## src/rtl/noc_local_inject_arbiter.sv

```systemverilog
// Wormhole packet-level round-robin arbiter sharing one NoC local ingress channel among
// NUM_REQ requesters, with a single registered output stage toward the router.
module noc_local_inject_arbiter #(
  parameter int unsigned NUM_REQ     = 4,
  parameter int unsigned DATA_WIDTH  = 32,
  parameter int unsigned MAX_PKT_LEN = 16,
  localparam int unsigned IdW        = (NUM_REQ > 1) ? $clog2(NUM_REQ) : 1,
  localparam int unsigned CntW       = $clog2(MAX_PKT_LEN + 1)
) (
  input  logic                          noc_clk,
  input  logic                          noc_rst_n,
  input  logic [NUM_REQ-1:0]            req_valid,
  output logic [NUM_REQ-1:0]            req_ready,
  input  logic [NUM_REQ*DATA_WIDTH-1:0] req_flit,
  input  logic [NUM_REQ-1:0]            req_is_header,
  input  logic [NUM_REQ-1:0]            req_is_tail,
  output logic                          out_valid,
  input  logic                          out_ready,
  output logic [DATA_WIDTH-1:0]         out_flit,
  input  logic                          out_vc_ready,
  output logic                          out_is_header,
  output logic                          out_is_tail,
  output logic [IdW-1:0]                grant_id,
  output logic                          busy,
  output logic                          proto_err
);

  typedef enum logic [0:0] {StIdle, StLocked} state_e;

  state_e                state_q;
  logic [IdW-1:0]        rr_ptr_q;
  logic [IdW-1:0]        lock_id_q;
  logic [CntW-1:0]       flit_cnt_q;
  logic                  out_valid_q;
  logic [DATA_WIDTH-1:0] out_flit_q;
  logic                  out_is_header_q;
  logic                  out_is_tail_q;
  logic [IdW-1:0]        grant_id_q;
  logic                  proto_err_q;

  logic                  slot_free;
  logic [NUM_REQ-1:0]    cand;
  logic                  win_found;
  logic [IdW-1:0]        win_id;
  logic [NUM_REQ-1:0]    ready;
  logic [IdW-1:0]        sel_id;
  logic                  accept;
  logic [DATA_WIDTH-1:0] sel_flit;
  logic                  sel_hdr;
  logic                  sel_tail;
  logic [IdW-1:0]        rr_next;

  assign slot_free = !out_valid_q || out_ready;
  assign cand      = req_valid & req_is_header;

  // First header candidate at or after rr_ptr, wrapping around.
  always_comb begin
    win_found = 1'b0;
    win_id    = '0;
    for (int unsigned k = 0; k < NUM_REQ; k++) begin
      int unsigned idx;
      idx = int'(rr_ptr_q) + k;
      if (idx >= NUM_REQ) idx = idx - NUM_REQ;
      if (!win_found && cand[idx]) begin
        win_found = 1'b1;
        win_id    = IdW'(idx);
      end
    end
  end

  always_comb begin
    ready  = '0;
    sel_id = lock_id_q;
    if (state_q == StIdle) begin
      sel_id = win_id;
      if (slot_free && out_vc_ready && win_found) ready[win_id] = 1'b1;
    end else begin
      ready[lock_id_q] = slot_free;
    end
    // Nothing may be accepted while reset is held.
    req_ready = noc_rst_n ? ready : '0;
  end

  assign accept   = |(req_valid & req_ready);
  assign sel_flit = req_flit[int'(sel_id)*DATA_WIDTH +: DATA_WIDTH];
  assign sel_hdr  = req_is_header[sel_id];
  assign sel_tail = req_is_tail[sel_id];
  assign rr_next  = (int'(win_id) == NUM_REQ - 1) ? '0 : win_id + IdW'(1);

  always_ff @(posedge noc_clk or negedge noc_rst_n) begin
    if (!noc_rst_n) begin
      state_q         <= StIdle;
      rr_ptr_q        <= '0;
      lock_id_q       <= '0;
      flit_cnt_q      <= '0;
      out_valid_q     <= 1'b0;
      out_flit_q      <= '0;
      out_is_header_q <= 1'b0;
      out_is_tail_q   <= 1'b0;
      grant_id_q      <= '0;
      proto_err_q     <= 1'b0;
    end else begin
      if (accept) begin
        out_valid_q     <= 1'b1;
        out_flit_q      <= sel_flit;
        out_is_header_q <= sel_hdr;
        out_is_tail_q   <= sel_tail;
      end else if (out_ready) begin
        out_valid_q <= 1'b0;
      end

      if (accept && state_q == StIdle) begin
        grant_id_q <= win_id;
        rr_ptr_q   <= rr_next;
        flit_cnt_q <= CntW'(1);
        if (!sel_tail) begin
          state_q   <= StLocked;
          lock_id_q <= win_id;
        end
      end else if (accept && state_q == StLocked) begin
        if (flit_cnt_q != CntW'(MAX_PKT_LEN)) flit_cnt_q <= flit_cnt_q + CntW'(1);
        if (sel_hdr || (flit_cnt_q == CntW'(MAX_PKT_LEN) && !sel_tail)) proto_err_q <= 1'b1;
        if (sel_tail) state_q <= StIdle;
      end
    end
  end

  assign out_valid     = out_valid_q;
  assign out_flit      = out_flit_q;
  assign out_is_header = out_is_header_q;
  assign out_is_tail   = out_is_tail_q;
  assign grant_id      = grant_id_q;
  assign busy          = (state_q == StLocked) || out_valid_q;
  assign proto_err     = proto_err_q;

endmodule

```

## config.mk

```make
export PLATFORM = sky130hd
export DESIGN_NAME = noc_local_inject_arbiter
export DESIGN_NICKNAME = d
export VERILOG_FILES = /design/src/rtl/noc_local_inject_arbiter.sv
export SDC_FILE = /design/constraint.sdc
export NUM_CORES = 1
export LEC_CHECK = 0
export CORE_ASPECT_RATIO = 1.5
export CORE_MARGIN = 2
export CORE_UTILIZATION = 32
export CTS_CLUSTER_DIAMETER = 60
export DETAILED_ROUTE_END_ITERATION = 8
export PLACE_DENSITY = 0.82
export SETUP_SLACK_MARGIN = 0.4
export SLEW_MARGIN = 40
export SYNTH_ARGS = -nofsm -noshare
export SYNTH_HDL_FRONTEND = slang
export SYNTH_SLANG_ARGS = --single-unit
```

## constraint.sdc

```tcl
create_clock -name noc_clk -period 6.65 [get_ports noc_clk]
set_input_delay 0.9975 -clock noc_clk [delete_from_list [all_inputs] [get_ports noc_clk]]
set_output_delay 0.9975 -clock noc_clk [all_outputs]
set_load 0.02 [all_outputs]
```

-- After elaboration in Yosys (flattened, before gate mapping)
Cells that the tools add are included.
- register bits after elaboration: 48
- bits in latches: 0
- memory bits (writable): 0
- ROM bits: 0
- output and inout bits: 43
- logic and storage cells: 112
- memories kept: 0
- add/subtract/negate cells: 9
- $mul: 0
- divide/modulo/power cells: 0
- magnitude comparators: 13
- equality and inequality tests: 4
- shift operators: 1
- mux-type cells: 42
- bitwise logic cells: 6
- reduce and logical (&&, ||, !) cells: 27
- operators by type and width (operator ; count):
    32-bit by 3-bit < comparator with 1-bit output, second input constant ; 4
    32-bit 2-to-1 mux ; 4
    128-bit by 8-bit variable part select with 32-bit output ; 1
    1-bit 2-to-1 mux ; 18
    5-bit 2-to-1 mux ; 3
    4-bit AND ; 3
    1-bit binary-select mux with 2-bit select ; 6
    2-bit 2-to-1 mux ; 6
    4-bit 2-to-1 mux ; 3
    3-bit by 3-bit subtractor with 4-bit output, second input constant ; 3
    1-bit logical AND ; 10
    3-bit >= comparator, second input constant ; 3
    2-bit by 3-bit < comparator with 1-bit output, second input constant ; 3
    2-bit nonzero test ; 4
    2-bit by 2-bit adder with 3-bit output, second input constant ; 2
    3-bit AND reduction ; 2
    5-bit by 1-bit adder with 5-bit output, second input constant ; 1
    5-bit equality test, second input constant ; 1
    1-bit logical NOT ; 5
    5-bit inequality test, second input constant ; 1
    1-bit demux with 2-bit select ; 2
    2-bit by 1-bit >= comparator with 1-bit output, second input constant ; 2
    2-bit AND reduction ; 2
    4-bit OR reduction ; 1
    8 further kinds ; 12

-- Logic depth before layout (Yosys ltp)
- depth in word-level cells: 26
- depth in mapped cells: 13
- mapped depth without buffers: 11

-- Worst setup path before layout
No wires, ideal clock.
- path type: input to output
- start: input port req_is_header[0]
- end: output port req_ready[3]
- arrival: 2556 ps
- data required time: 5653 ps
- path slack: 3097 ps
- stages on the path: 6
- path buffers: 0
- path through: and3_4 -> o311a_4 -> nor2_1 -> ha_1 -> nand2_1 -> a21boi_0
- cells in the longest elaborated chain, start to end: 20
- RTL lines (item ; RTL line ; RTL):
    from (decl) ; 15 ; input logic [NUM_REQ-1:0] req_is_header,
    4-bit AND * ; 54 ; assign cand = req_valid & req_is_header;
    1-bit binary-select mux with 2-bit select ; 64 ; if (!win_found && cand[idx]) begin
    1-bit 2-to-1 mux (implied by the code) ; 64 ;
    1-bit 2-to-1 mux ; 64 ;
    1-bit logical NOT ; 64 ;
    1-bit logical AND ; 64 ;
    1-bit 2-to-1 mux ; 64 ;
    1-bit logical NOT ; 64 ;
    [5 not listed] ; n/a ;
    via win_id[1] ; 44 ; logic [IdW-1:0] win_id;
    2-bit by 3-bit < comparator with 1-bit output (implied by the code) or 2-bit by 1-bit >= comparator with 1-bit output (tied branches) ; 76 ; if (slot_free && out_vc_ready && win_found) ready[win_id] = 1'b1;
    1-bit logical AND (implied by the code) ; 76 ;
    1-bit 2-to-1 mux (implied by the code) ; 76 ;
    1-bit demux with 2-bit select * ; 76 ;
    4-bit 2-to-1 mux * ; 76 ;
    4-bit 2-to-1 mux * ; 74 ; if (state_q == StIdle) begin
    4-bit 2-to-1 mux * ; 81 ; req_ready = noc_rst_n ? ready : '0;
    to (decl) ; 13 ; output logic [NUM_REQ-1:0] req_ready,
The timed path passes the listed nets; every way through them passes the cells marked *. The select of a mux whose other input is x is not followed.

-- Final worst setup path
- start: input port req_valid[0]
- end: output port req_ready[2]
- cells in the longest elaborated chain, start to end: 20
- RTL lines (item ; RTL line ; RTL):
    from (decl) ; 12 ; input logic [NUM_REQ-1:0] req_valid,
    4-bit AND * ; 54 ;
    1-bit binary-select mux with 2-bit select ; 64 ;
    1-bit 2-to-1 mux (implied by the code) ; 64 ;
    1-bit 2-to-1 mux ; 64 ;
    1-bit logical NOT ; 64 ;
    1-bit logical AND ; 64 ;
    1-bit 2-to-1 mux ; 64 ;
    1-bit logical NOT ; 64 ;
    [5 not listed] ; n/a ;
    via win_id[1] ; 44 ;
    2-bit by 3-bit < comparator with 1-bit output (implied by the code) or 2-bit by 1-bit >= comparator with 1-bit output (tied branches) ; 76 ;
    1-bit logical AND (implied by the code) ; 76 ;
    1-bit 2-to-1 mux (implied by the code) ; 76 ;
    1-bit demux with 2-bit select * ; 76 ;
    4-bit 2-to-1 mux * ; 76 ;
    4-bit 2-to-1 mux * ; 74 ;
    4-bit 2-to-1 mux * ; 81 ;
Marked as above.

==> results.md <==
* Critical path's most frequent cell: clkdlybuf4s50_1
* FFs w/ async S/R, synth at 1.00
* Largest area contributor in the netlist: dfrtp_1
* Area delta synth->final at 64.6%
* WL/cell at 17.3 µm
* Total CTS buffers at 5
* Slew headroom at 0.534
* Core ar. at 0.00974 mm²
* CP Max Fanout at 6
* Gr ovfl total at 0
* PwrDens at 382 mW/mm²
* Root buffer cell: clkbuf_16
* Top cells by count, synth: 77 x nand2_1, 48 x dfrtp_1, 36 x mux2_2, 33 x o22ai_1, 32 x a31oi_1
* # Post-CTS Setup Buffers at 0
* Top-area cell type share of the netlist area at 0.372
* Syn_nets at 501
* Gate Count Post-Synth at 351
* Worst IR Drop VDD at 186 µV
* Drt drc at 0
* TritonCTS clock tree: built
* Clk buf depth at 2
* Startpoint types: input pin
* Tightest Pin Transition at 0.699 ns
* Initial antenna violation count at 0
* Cell Chain, Critical Path: clkdlybuf4s50_1 -> and3_4 -> o311a_4 -> nor2_1 -> ha_1 -> nand2_1 -> o21ai_0 -> and2_1 -> clkdlybuf4s50_1
* Total power at 2.03 mW
* Tmin final at 4.59 ns
* Fillcell total at 894
* Post-synth EDFFs at 0
* Combinational group share of total power at 0.602
* DR pass1 iterations at 5
* Vias in the first global route at 3569
* M1 WL at 3820 µm
* Routed met2 length at 6330 µm
* Top post-synthesis cells by area: dfrtp_1 37%, mux2_2 13%, nand2_1 9.0%
* Tcrit/Tclk final at 0.691
* RePlAce Congestion at 0.920
* Multi-input logic area at 0.00189 mm²
* Pleak at 2.10 nW
* CTS Sinks at 48
* Vias post-DR at 3434
* Most frequent cell after synthesis: nand2_1
* Storage cell area at 0.00120 mm²
* Seq cells post-synth at 48
* Switching share of power at 0.418
* Met3 wire len at 533 µm
* Ys Warns at 0
* Ports at 187
* Post-detail-place hpwl at 8570 µm
* Slew Limit Fails at 0
* Hold buffers post-CTS at 0
* Mean post-synth cell area at 9.19 µm²
* Clock skew at 0.00476 ns
* Worst hold path type: reg -> reg
* Top Family by Delay on Critical Path: buffers and inverters
* Arrival time at the worst endpoint at 3.60 ns
* Clock Power Share at 0.126
* Psw at 0.848 mW
* Seq/Total Area, Yosys at 0.372
* CP endpoint kind: output port
* F_max at 218 MHz
* Num rows at 44
* Antenna Nets Post-Route at 0
* Initial DRC count at 130
* All-Layer GR Usage at 0.196
* CP Class: in -> out
* Ys flop type: dfrtp_1
* H-Tree Depth at 2
* Die span in y at 127 µm
* Max Cap Viol at 0
* IO Port Bufs at 186
* Status: finished, final reports clean
* WL final at 11000 µm
* Largest net degree at the start of global routing at 58
* RSZ-0062 raised after global routing: false
* Top routing layer in use: met4
* Share of power burned in registers at 0.272
* Ant. Diodes at 0
* Die width at 86.0 µm
* Total Negative Setup Slacks at 0 ns
* Slowest CP cell: clkdlybuf4s50_1
* Global-route wire length before repair at 17300 µm
* Share of layout cells above drive strength 1 at 0.124
* Clock Latency Late Sink at 0.29 ns
* Internal power at 1.18 mW
* Final Hold Fails at 0
* Area of the mapped netlist at 0.00323 mm²
* CP bufs+invs at 2
* Die area at 0.0109 mm²
* Required time worst endpoint at 5.65 ns
* Vias per std cell at 5.37
* Worst path max stage delay at 0.59 ns
* NumNets Final at 674
* Starting Density at 0.331
* Post_cts resized at 0
* Clk pin slew, worst setup/hold paths at 0.06 ns
* Distinct cells, synth at 51
* Final setup fails at 0
==> per-layer routing <==
metal,track usage,vias up
met5,0,-
met4,0.0738,0
met3,0.0284,26
met2,0.375,123
met1,0.212,1628
li1,-,1657
==> cell usage in the layout, fill, tap and decap left out, drive strengths merged, types with 3 or more instances in the layout <==
cell type	Yosys	layout
clkdlybuf4s50	0	185
nand2	78	78
dfrtp	48	48
mux2	36	36
o22ai	33	33
a31oi	33	33
o21ai	9	9
inv	8	8
mux2i	6	6
ha	6	6
clkbuf	13	6
buf	12	6
nand3	5	5
nor2	5	5
a22oi	4	4
a21oi	4	4
o31ai	4	4
nand4	3	3
and2	3	3
nand2b	3	3
nor3	3	3
a21boi	3	3
a32o	3	3
and3	3	3
==> power groups by stage <==
stage          logic (mW)  registers [mW]  clock network [mW]
2_1_floorplan       0.634           0.650                   0
3_3_place_gp         1.19           0.547                   0
3_5_place_dp         1.22           0.556                   0
4_1_cts              1.23           0.551               0.260
5_1_grt              1.32           0.568               0.269
6_report             1.22           0.551               0.256
==> through the flow <==
step / instance area (µm²) / util / cells / worst slack (ns) / hold WS, ns
floorplan: 3230 / - / 351 / 3.10 / 0.475
global placement: 5140 / 0.528 / 631 / 1.89 / 0.479
detailed placement: 5150 / 0.529 / 632 / 1.75 / 0.499
CTS: 5300 / 0.544 / 639 / 2.05 / 0.513
global route: 5310 / 0.545 / 639 / 1.86 / 0.532
finish: 5310 / 0.545 / 639 / 2.06 / 0.506
==> path summary, 6_finish.rpt <==
kind / cells after the start / end / slack [ns] / startpoint
min in group asynchronous: 2 / out_valid / 0.85 / noc_rst_n
hold reg to reg: 1 / grant_id[0] / 0.51 / grant_id[0]
max in group asynchronous: 2 / out_flit[3] / 5.35 / noc_rst_n
setup / recovery: 9 / req_ready[2] / 2.06 / req_valid[0]
hold / removal: 1 / grant_id[0] / 0.51 / grant_id[0]
setup reg to reg: 11 / out_flit[31] / 3.13 / rr_ptr_q[1]
==> sequential cells by signal (all words and copies together) (netlist names) <==
name and count:
flit_cnt_q 5, grant_id 2, lock_id_q 2, out_flit 32, out_is_header 1, out_is_tail 1
out_valid 1, proto_err 1, rr_ptr_q 2, state_q 1
==> cells by family after synthesis <==
| group | share of synthesized area |
|---|---|
| AOI/OAI and AO/OA | 0.239 |
| buffers and inverters | 0.0500 |
| adders and majority gates | 0.0233 |
| DFF | 0.372 |
| muxes | 0.151 |
| and+or+nand+nor | 0.164 |
==> final cells by class <==
type	count	share of cell area
inverter	8	0.00565
timing repair buffer	191	0.357
clock buffer	6	0.0261
clock inverter	1	0.00165
tap	115	0.0271
multi-input combinational	270	0.356
sequential	48	0.226
Power figures use the tool's default switching activity.
